==> config.mk <==
export PLATFORM = sky130hd
export DESIGN_NAME = fifo_regfile
export DESIGN_NICKNAME = d
export VERILOG_FILES = /design/src/rtl/fifo_regfile.sv
export SDC_FILE = /design/constraint.sdc
export NUM_CORES = 1
export LEC_CHECK = 0
export ABC_AREA = 0
export BUFFER_PORTS_ARGS = -buffer_cell sky130_fd_sc_hd__buf_2
export CAP_MARGIN = 20
export CELL_PAD_IN_SITES_DETAIL_PLACEMENT = 1
export CELL_PAD_IN_SITES_GLOBAL_PLACEMENT = 1
export CORE_UTILIZATION = 25
export DETAILED_ROUTE_END_ITERATION = 8
export GPL_TIMING_DRIVEN = 1
export PLACE_DENSITY_LB_ADDON = 0.15
export SYNTH_ARGS = -nofsm -noshare
export SYNTH_HDL_FRONTEND = slang
export SYNTH_SLANG_ARGS = --single-unit
export TNS_END_PERCENT = 20
==> constraint.sdc <==
create_clock -name clk -period 1.65 [get_ports clk]
set_clock_uncertainty 0.05 [all_clocks]
set_input_delay 0 -clock clk [delete_from_list [all_inputs] [get_ports clk]]
set_output_delay 0 -clock clk [all_outputs]
set_load 0.03 [all_outputs]
==> src/rtl/fifo_regfile.sv <==
// Synchronous FIFO over a register-file array with count-based full/empty,
// registered read data and one-cycle overflow/underflow pulses.
module fifo_regfile #(
    parameter  int WIDTH = 5,
    parameter  int DEPTH = 8,
    localparam int AW    = $clog2(DEPTH),
    localparam int CW    = $clog2(DEPTH + 1)
) (
    input  logic             clk,
    input  logic             clear,
    input  logic             wr_en,
    input  logic [WIDTH-1:0] din,
    input  logic             rd_en,
    output logic [WIDTH-1:0] dout,
    output logic             full,
    output logic             empty,
    output logic [CW-1:0]    count,
    output logic             overflow,
    output logic             underflow
);

    logic [WIDTH-1:0] mem_reg [DEPTH];
    logic [AW-1:0]    wr_ptr_reg;
    logic [AW-1:0]    rd_ptr_reg;
    logic [CW-1:0]    count_reg;
    logic [CW-1:0]    count_next;
    logic [WIDTH-1:0] dout_reg;
    logic             full_reg;
    logic             empty_reg;
    logic             overflow_reg;
    logic             underflow_reg;
    logic             wr_acc;
    logic             rd_acc;

    // A write into a full FIFO is allowed only when a read frees a slot on the same edge.
    always_comb begin
        wr_acc = wr_en & (~full_reg | rd_en);
        rd_acc = rd_en & ~empty_reg;
    end

    always_comb begin
        count_next = count_reg;
        if (wr_acc && !rd_acc) begin
            count_next = count_reg + CW'(1);
        end else if (rd_acc && !wr_acc) begin
            count_next = count_reg - CW'(1);
        end
    end

    // Each entry is its own register; a read of the same entry sees the old word.
    generate
        for (genvar gi = 0; gi < DEPTH; gi++) begin : g_entry
            always_ff @(posedge clk) begin
                if (clear) begin
                    mem_reg[gi] <= '0;
                end else if (wr_acc && (wr_ptr_reg == AW'(gi))) begin
                    mem_reg[gi] <= din;
                end
            end
        end
    endgenerate

    always_ff @(posedge clk) begin
        if (clear) begin
            wr_ptr_reg    <= '0;
            rd_ptr_reg    <= '0;
            count_reg     <= '0;
            dout_reg      <= '0;
            full_reg      <= 1'b0;
            empty_reg     <= 1'b1;
            overflow_reg  <= 1'b0;
            underflow_reg <= 1'b0;
        end else begin
            if (wr_acc) begin
                wr_ptr_reg <= wr_ptr_reg + AW'(1);
            end
            if (rd_acc) begin
                rd_ptr_reg <= rd_ptr_reg + AW'(1);
                dout_reg   <= mem_reg[rd_ptr_reg];
            end
            count_reg     <= count_next;
            full_reg      <= (count_next == CW'(DEPTH));
            empty_reg     <= (count_next == '0);
            overflow_reg  <= wr_en & ~wr_acc;
            underflow_reg <= rd_en & ~rd_acc;
        end
    end

    assign dout      = dout_reg;
    assign full      = full_reg;
    assign empty     = empty_reg;
    assign count     = count_reg;
    assign overflow  = overflow_reg;
    assign underflow = underflow_reg;

endmodule

==> results of run 1 <==
==> cell families (layout without fill, tap and decap cells) <==
| family | Yosys count | after routing | synth area share (%) |
|---|---|---|---|
| compound gates | 26 | 26 | 7.33 |
| simple gates | 82 | 82 | 16.7 |
| buf+inv | 18 | 63 | 2.76 |
| flops | 59 | 59 | 57.2 |
| mux | 16 | 16 | 10.3 |
| fa+ha+maj | 9 | 9 | 4.07 |
| xor+xnor | 5 | 5 | 1.58 |
==> metal layers <==
| metal | up-vias | track usage (%) | routed length [µm] |
|---|---|---|---|
| li1 | 883 | - | - |
| met1 | 889 | 15.6 | 3120 |
| met2 | 33 | 21.7 | 3170 |
| met3 | 7 | 4.26 | 272 |
| met4 | 0 | 4.11 | 75 |
| met5 | - | 0 | 0 |
==> placed cells by master, fill, tap and decap left out, drive strengths merged, types with 2 or more instances in the layout <==
cell type / instances
edfxtp: 40
buf: 38
and3: 28
dfxtp: 19
and2: 17
nor2: 16
clkbuf: 13
mux4: 10
ha: 9
nand2: 8
mux2i: 6
a211oi: 6
inv: 6
a21o: 5
nor2b: 4
a31o: 3
a21oi: 3
xnor2: 3
dlygate4sd3: 3
nor3: 2
xor2: 2
nand2b: 2
o22ai: 2
clkinv: 2
==> metrics by stage <==
| step | cells | setup TNS [ns] | setup slack (ns) | hold WS (ns) | power, mW |
|---|---|---|---|---|---|
| 3_5_place_dp | 380 | 0 | 0.0420 | 0.345 | 2.35 |
| 6_report | 400 | 0 | 0.0775 | 0.0116 | 3.58 |
| 5_1_grt | 400 | -0.126 | -0.0321 | 0.0143 | 3.78 |
| 3_3_place_gp | 380 | 0 | 0.0432 | 0.332 | 2.34 |
| 2_1_floorplan | 215 | 0 | 0.0119 | 0.148 | 2.13 |
| 4_1_cts | 399 | 0 | 0.0157 | 0.0105 | 3.63 |
==> where the power goes <==
part	switching (mW)	internal, mW
logic	0.340	0.259
clock network	0.555	0.693
registers	0.0540	1.68
total	0.949	2.63
==> layout make-up <==
cell class | count | area (µm²)
clock buffers | 13 | 139
clock inverters | 3 | 38.8
fillers | 1182 | 7400
inverters | 6 | 22.5
multi-input cells | 138 | 1140
flip-flops and latches | 59 | 1590
well taps | 140 | 175
repair buffers | 41 | 288
==> worst register-to-register path: cells and delay by family (launching register included) <==
kind | cells | cell delay (ns)
simple gates | 5 | 0.78
buf+inv | 1 | 0.17
flops | 1 | 0.33
==> what timing repair did <==
action	CTS	global route
endpoints found under the setup margin	0	8
hold buffers	3	0
setup buffers	0	1
gates resized for setup	0	8
hold endpoints to repair	7	0
==> worst max-delay path by stage <==
stage                                  end                start
4_1_cts                    full$_SDFF_PP0_  count[1]$_SDFF_PP0_
3_3_place_gp              empty$_SDFF_PP1_     empty$_SDFF_PP1_
5_1_grt        mem_reg[6][0]$_SDFFCE_PN0P_      full$_SDFF_PP0_
2_1_floorplan              full$_SDFF_PP0_  count[0]$_SDFF_PP0_
6_report       mem_reg[6][0]$_SDFFCE_PN0P_      full$_SDFF_PP0_
3_5_place_dp               full$_SDFF_PP0_  count[1]$_SDFF_PP0_
==> results.md, run 1 <==
* Worst Path Required at 1.69 ns
* Reg2reg path depth at 6
* Core Util, Final at 31.4%
* Ys flop type: edfxtp_1
* Final Setup Violations at 0
* Starting Density at 25.6%
* Initial antenna violation count at 0
* Largest net degree at the start of global routing at 24
* Area leader, netlist: edfxtp_1
* Num rows at 38
* Post-Route WL at 6640 µm
* Pre-Repair DR Iteration Count at 4
* Max reg flops at 40
* Ratio of final minimum period to clock period at 95.3%
* Register area share after synthesis at 57.2%
* DR iter-0 viols at 71
* Syn Std Cell Area at 2770 µm²
* Post-route cell area at 3390 µm²
* Crit path cell chain: nand2b_1 > nand2_1 > nor2_1 > buf_4 > and3_2 > and2_1
* Largest cells by area after synthesis: edfxtp_1 (43%), dfxtp_1 (14%), mux4_2 (8.1%)
* Gate Count Post-Synth at 215
* Gpl congestion at 0.670
* PD cells at 1060 nW/µm²
* Yosys cell types at 37
* CTS sink count at 59
* Synth-to-Final Area Change at 22.6%
* CP top delay family: simple AND/OR/NAND/NOR gates
* Fin. Hold Viols at 0
* Syn avg cell area at 12.9 µm²
* Core Footprint at 10800 µm²
* F_max at 0.636 GHz
* Synth Register Bits at 59
* Worst Hold End: mem_reg[6][2]$_SDFFCE_PN0P_
* Worst VDD drop at 0.000340 V
* Post-Synthesis Net Count at 233
* Most common cell in the netlist: edfxtp_1
* Die Height at 107 µm
* WP depth at 6
* Antenna Cells at 0
* RSZ-0062 raised after global routing: true
* Worst EP arrival at 1.61 ns
* DR WL/cell at 16.6 µm
* Status: completed
* Vias in the first global route at 2007
* First-pass GRT wire length at 10800 µm
* IO buf count at 21
* List of most frequent post-synthesis cells: edfxtp_1 (40), and3_1 (28), dfxtp_1 (19), and2_1 (17), nor2_1 (16)
* Worst Path Buf+Inv at 1
* IO Count at 22
* Die Width at 107 µm
* Rel. slew slack at 76.5%
* GRT overflow at 0
* Slew Viols, Final at 0
* Pleak at 1.40 nW
* Max cap viols at 0
* Share of cells above drive strength 1 at 29.2%
* CP Class: reg -> reg
* DPL Wire Length at 4860 µm
* Number of synthesized flops with an enable pin at 40
* HP Class: in -> reg
* Ys async rst share at 0%
* Nets at 273
* CP peak stage delay at 0.33 ns
* Clock root buffer: clkbuf_8
* Worst-skew pair later-pin latency at 0.34 ns
* Worst Hold Path Cells at 2
* Flop2flop setup slack at 0.08 ns
* CTS tree: done
* R2r startpoint: full$_SDFF_PP0_
* Post-DRT Antenna Nets at 0
* CP Max Fanout at 11
* Via density at 4.53
* Startpoint types: flip-flop
* Reg clk slew, reported paths at 0.07 ns
* Post-synth top area share at 43.4%
* Num CTS Buffers at 9
* Hold path startpoint: din[2]
* H-tree depth at 3
* Capturing point of the worst reg2reg path: mem_reg[6][0]$_SDFFCE_PN0P_
* Total global-route track usage at 12.9%
* CTS max path bufs at 2
* Slowest CP cell: dfxtp_1
* Post-route DRC at 0
* Worst setup EP type: flip-flop
* Die ar. at 11500 µm²
* Yosys warns at 0
* Worst slew pin tran at 0.352 ns
* Total number of vias at 1812
* DP Area at 3140 µm²
* Min cycle time layout at 1.57 ns
Note: power is estimated with default switching activity, not from simulation.
==> run 2: changes to the inputs <==
--- a/config.mk
+++ b/config.mk
@@ -10,7 +10,9 @@
 export CAP_MARGIN = 20
 export CELL_PAD_IN_SITES_DETAIL_PLACEMENT = 1
 export CELL_PAD_IN_SITES_GLOBAL_PLACEMENT = 1
+export CORE_MARGIN = 4
 export CORE_UTILIZATION = 25
+export CTS_CLUSTER_DIAMETER = 120
 export DETAILED_ROUTE_END_ITERATION = 8
 export GPL_TIMING_DRIVEN = 1
 export PLACE_DENSITY_LB_ADDON = 0.15
==> run 2 against run 1 <==
Compared with the run above: design area is 1.2% lower; combinational power fell by 2%; die area grew 12%; critical path type unchanged; largest cell class unchanged.
==> results.md, run 2 (synthesis gave the netlist of run 1 again) <==
* Slowest CP cell: and2_1
* HP Class: in -> reg
* Die Width at 113 µm
* Vias in the first global route at 1933
* GRT overflow at 0
* Worst-skew pair later-pin latency at 0.33 ns
* H-tree depth at 3
* Die ar. at 12800 µm²
* CP top delay family: simple AND/OR/NAND/NOR gates
* IO buf count at 21
* Total number of vias at 1768
* R2r startpoint: full$_SDFF_PP0_
* IO Count at 22
* Rel. slew slack at 71.0%
* Fin. Hold Viols at 0
* Commonest non-fill, non-tap cell in the layout: edfxtp_1
* CP Max Fanout at 8
* Worst Hold Path Cells at 2
* Pre-Repair DR Iteration Count at 4
* Setup_tns at 0 ns
* Core Footprint at 10800 µm²
* Synth-to-Final Area Change at 21.1%
* Placed cells at 378
* First-pass GRT wire length at 10700 µm
* Num CTS Buffers at 9
* Clock root buffer: clkbuf_8
* Setup ws final at 0.0723 ns
* Post-route DRC at 0
* Pleak at 1.39 nW
* RSZ-0062 raised after global routing: true
* DPL Wire Length at 5020 µm
* Startpoint types: flip-flop
* Die Height at 113 µm
* CP peak stage delay at 0.42 ns
* PD cells at 1050 nW/µm²
* Worst slew pin tran at 0.435 ns
* Worst setup EP type: flip-flop
* Initial antenna violation count at 0
* CTS sink count at 59
* Via density at 4.48
* Ratio of final minimum period to clock period at 95.6%
* Max cap viols at 0
* Slew Viols, Final at 0
* Largest net degree at the start of global routing at 16
* Total global-route track usage at 11.2%
* CTS max path bufs at 2
* Post-route cell area at 3350 µm²
* Reg2reg path depth at 3
* WHS at 0.0232 ns
* Max reg flops at 40
* Starting Density at 25.5%
* Flop2flop setup slack at 0.07 ns
* Worst Path Required at 1.61 ns
* Worst Hold End: mem_reg[4][2]$_SDFFCE_PN0P_
* Status: completed
* Final Setup Violations at 0
* DR iter-0 viols at 76
* Antenna Cells at 0
* Nets at 268
* Post-Route WL at 6740 µm
* Gpl congestion at 0.725
* Num rows at 38
* Hold path startpoint: din[2]
* Worst VDD drop at 0.000385 V
* WP depth at 3
* Min cycle time layout at 1.58 ns
* Capturing point of the worst reg2reg path: mem_reg[3][3]$_SDFFCE_PN0P_
* Worst EP arrival at 1.54 ns
* CP Class: reg -> reg
* Dpl ws at 0.0274 ns
* Most frequent cells in the layout: edfxtp_1 (40), and3_1 (28), buf_2 (21)
* F_max at 0.634 GHz
* Worst Path Buf+Inv at 0
* Share of cells above drive strength 1 at 29.8%
* CTS tree: done
* DR WL/cell at 17.1 µm
* Non-filler instance count after layout at 395
* Crit path cell chain: nand2b_1 > and2_1 > a21o_1
* Reg clk slew, reported paths at 0.07 ns
* Post-DRT Antenna Nets at 0
* DP Area at 3120 µm²
## run 2: worst max path at each step
stage                        startpoint                          end  slack, ns
floorplan           count[0]$_SDFF_PP0_              full$_SDFF_PP0_       0.01
global placement       empty$_SDFF_PP1_              full$_SDFF_PP0_       0.04
detailed placement  count[0]$_SDFF_PP0_              full$_SDFF_PP0_       0.03
CTS                 count[0]$_SDFF_PP0_              full$_SDFF_PP0_       0.01
global route        count[1]$_SDFF_PP0_             empty$_SDFF_PP1_      -0.03
finish                  full$_SDFF_PP0_  mem_reg[3][3]$_SDFFCE_PN0P_       0.07
## run 2: power by group
| part | leakage [nW] | total (mW) | internal, mW | switching [mW] |
|---|---|---|---|---|
| combinational | 0.716 | 0.590 | 0.250 | 0.340 |
| sequential | 0.573 | 1.74 | 1.68 | 0.0571 |
| clock | 0.0965 | 1.20 | 0.665 | 0.536 |
| total | 1.39 | 3.53 | 2.60 | 0.933 |
## run 2: layout make-up
cell class                 count  area (µm²)
timing repair buffer          36         243
clock inverter                 2        10.0
inverter                       6        22.5
fill                        1209        7490
tap                          140         175
multi-input combinational    138        1140
clock buffer                  14         173
sequential                    59        1590
## run 2: metrics by stage
step / util [%] / power [mW]
after floorplan: - / 2.13
after global placement: 28.8 / 2.34
after detailed placement: 28.8 / 2.35
after CTS: 30.5 / 3.57
after global routing: 30.9 / 3.72
final: 30.9 / 3.53
## run 2: per-layer routing
| metal | wire [µm] | vias up | share of wire [%] | track usage (%) |
|---|---|---|---|---|
| li1 | - | 871 | - | - |
| met1 | 3300 | 865 | 49 | 14.8 |
| met2 | 3180 | 26 | 47 | 17.7 |
| met3 | 214 | 6 | 3.2 | 3.74 |
| met4 | 48 | 0 | 0.71 | 2.88 |
| met5 | 0 | - | 0 | 0 |
## run 2: what timing repair did
action	4_1_cts	5_1_grt
setup endpoints to repair	0	7
gates resized for setup	0	7
hold buffers	0	0
setup buffers	0	1
==> run 3: changes to the inputs <==
--- a/config.mk
+++ b/config.mk
@@ -11,10 +11,11 @@
 export CELL_PAD_IN_SITES_DETAIL_PLACEMENT = 1
 export CELL_PAD_IN_SITES_GLOBAL_PLACEMENT = 1
 export CORE_MARGIN = 4
-export CORE_UTILIZATION = 25
+export CORE_UTILIZATION = 44
 export CTS_CLUSTER_DIAMETER = 120
 export DETAILED_ROUTE_END_ITERATION = 8
 export GPL_TIMING_DRIVEN = 1
+export MAX_ROUTING_LAYER = met4
 export PLACE_DENSITY_LB_ADDON = 0.15
 export SYNTH_ARGS = -nofsm -noshare
 export SYNTH_HDL_FRONTEND = slang
==> run 3 against run 2 <==
Compared with the run above: design area decreased by 0.60%; critical path depth increased by 3; largest power group unchanged; register-to-register slack got worse by 0.05 ns; critical path type unchanged; wire length decreased by 4.7%; sequential power about the same; first-iteration DRC count increased by 43%; clock-buffer cell count decreased by 4; global-route usage increased by 8.2 points; sequential cell count unchanged.
==> results.md, run 3 (synthesis gave the netlist of run 1 again) <==
* Status: completed
* Gpl congestion at 0.791
* Initial antenna violation count at 0
* CP Class: reg -> reg
* DR WL/cell at 19.4 µm
* Setup_tns at 0 ns
* WHS at 0.0309 ns
* Num CTS Buffers at 9
* HP Class: in -> reg
* Clock root buffer: clkbuf_8
* Min cycle time layout at 1.63 ns
* H-tree depth at 3
* Dpl ws at -0.130 ns
* Setup ws final at 0.0230 ns
* DPL Wire Length at 4610 µm
* Ratio of final minimum period to clock period at 98.6%
* Die Width at 87.3 µm
* Share of cells above drive strength 1 at 28.9%
* RSZ-0062 raised after global routing: true
* Total power at 3.74 mW
* Antenna Cells at 0
* Total global-route track usage at 19.4%
* Largest net degree at the start of global routing at 17
* Core Footprint at 6030 µm²
* Num rows at 28
* Commonest non-fill, non-tap cell in the layout: edfxtp_1
* First-pass GRT wire length at 10400 µm
* Hold path startpoint: din[2]
* CTS sink count at 59
* GRT overflow at 0
* Vias in the first global route at 1981
* Synth-to-Final Area Change at 20.4%
* Pre-Repair DR Iteration Count at 4
* CTS max path bufs at 2
* Fill cell count at 617
* CP Launch Point: count[0]$_SDFF_PP0_
* Worst-skew pair later-pin latency at 0.33 ns
* Post-DRT Antenna Nets at 0
* CP Max Fanout at 6
* Post-Route WL at 6420 µm
* Total number of vias at 1815
* Worst Path Required at 1.82 ns
* Worst slew pin tran at 0.440 ns
* Nets at 269
* Worst setup EP type: flip-flop
* Max cap viols at 0
* Reg clk slew, reported paths at 0.07 ns
* Most frequent cells in the layout: edfxtp_1 (40), and3_1 (28), buf_2 (21)
* PD cells at 1120 nW/µm²
* Pleak at 1.40 nW
* DP Area at 3010 µm²
* CTS tree: done
* IO buf count at 21
* Worst EP arrival at 1.80 ns
* Slew Viols, Final at 0
* Fin. Hold Viols at 0
* R2r startpoint: count[0]$_SDFF_PP0_
* Rel. slew slack at 70.6%
* Die Height at 87.3 µm
* Post-route cell area at 3330 µm²
* IO Count at 22
* Post-route DRC at 0
* F_max at 0.615 GHz
* Startpoint types: flip-flop
* Via density at 5.48
* Max reg flops at 40
* Worst VDD drop at 0.000492 V
* Die ar. at 7620 µm²
* Final Setup Violations at 0
* Starting Density at 45.9%
* DR iter-0 viols at 109
==> run 3: cell count changes in the layout (fill, tap and decap cells not counted), moves of 2 or more <==
cell / delta
bufinv_16: +2
clkbuf_8: -3
clkinv_1: +2
dfxtp_1: +2
dfxtp_2: -3
dlygate4sd3_1: +3
==> run 3: final timing paths <==
| kind | to | cells after the start | slack, ns |
|---|---|---|---|
| worst max-delay path | empty$_SDFF_PP1_ | 6 | 0.02 |
| worst min-delay path | mem_reg[5][2]$_SDFFCE_PN0P_ | 2 | 0.03 |
| worst max register to register | empty$_SDFF_PP1_ | 6 | 0.02 |
| worst min register to register | wr_ptr_reg[1]$_SDFFE_PP0P_ | 2 | 0.45 |
==> run 3: power by group <==
part           switching (mW)  total [mW]  internal, mW
clock                   0.557        1.39         0.837
combinational           0.349       0.607         0.259
sequential             0.0617        1.74          1.68
total                   0.967        3.74          2.78
==> run 3: metal layers <==
metal / up-vias / GRT usage (%) / routed length (µm)
met4: 0 / 10.2 / 148
li1: 873 / - / -
met5: - / - / 0
met3: 14 / 2.84 / 253
met1: 887 / 22.4 / 2630
met2: 41 / 32.5 / 3380
==> run 3: timing repair <==
item | CTS | global route
hold buffers | 3 | 0
endpoints found under the setup margin | 17 | 3
buffers inserted | 0 | 2
endpoints found under the hold margin | 6 | 0
pin swaps | 0 | 2
gates resized for setup | 2 | 10
==> run 3: final cells by class <==
| class | count | area (µm²) | area share, % |
|---|---|---|---|
| Multi-Input combinational cell | 138 | 1170 | 35.2 |
| Inverter | 6 | 22.5 | 0.677 |
| Timing Repair Buffer | 37 | 245 | 7.37 |
| Sequential cell | 59 | 1590 | 47.7 |
| Tap cell | 75 | 93.8 | 2.82 |
| Clock buffer | 10 | 128 | 3.83 |
| Clock inverter | 6 | 80.1 | 2.41 |
==> run 3: worst max-delay path, stage by stage, from the launching register on <==
cell      delay, ns
dfxtp_4        0.38
inv_1          0.09
ha_4           0.28
nor2b_1        0.04
a32oi_1        0.23
o221ai_2       0.18
a41o_1         0.27
==> run 3: through the flow <==
stage / std cells / util, %
after floorplan: 215 / -
after global placement: 310 / 49.9
after detailed placement: 310 / 49.9
after CTS: 329 / 54.0
after global routing: 331 / 55.2
final: 331 / 55.2
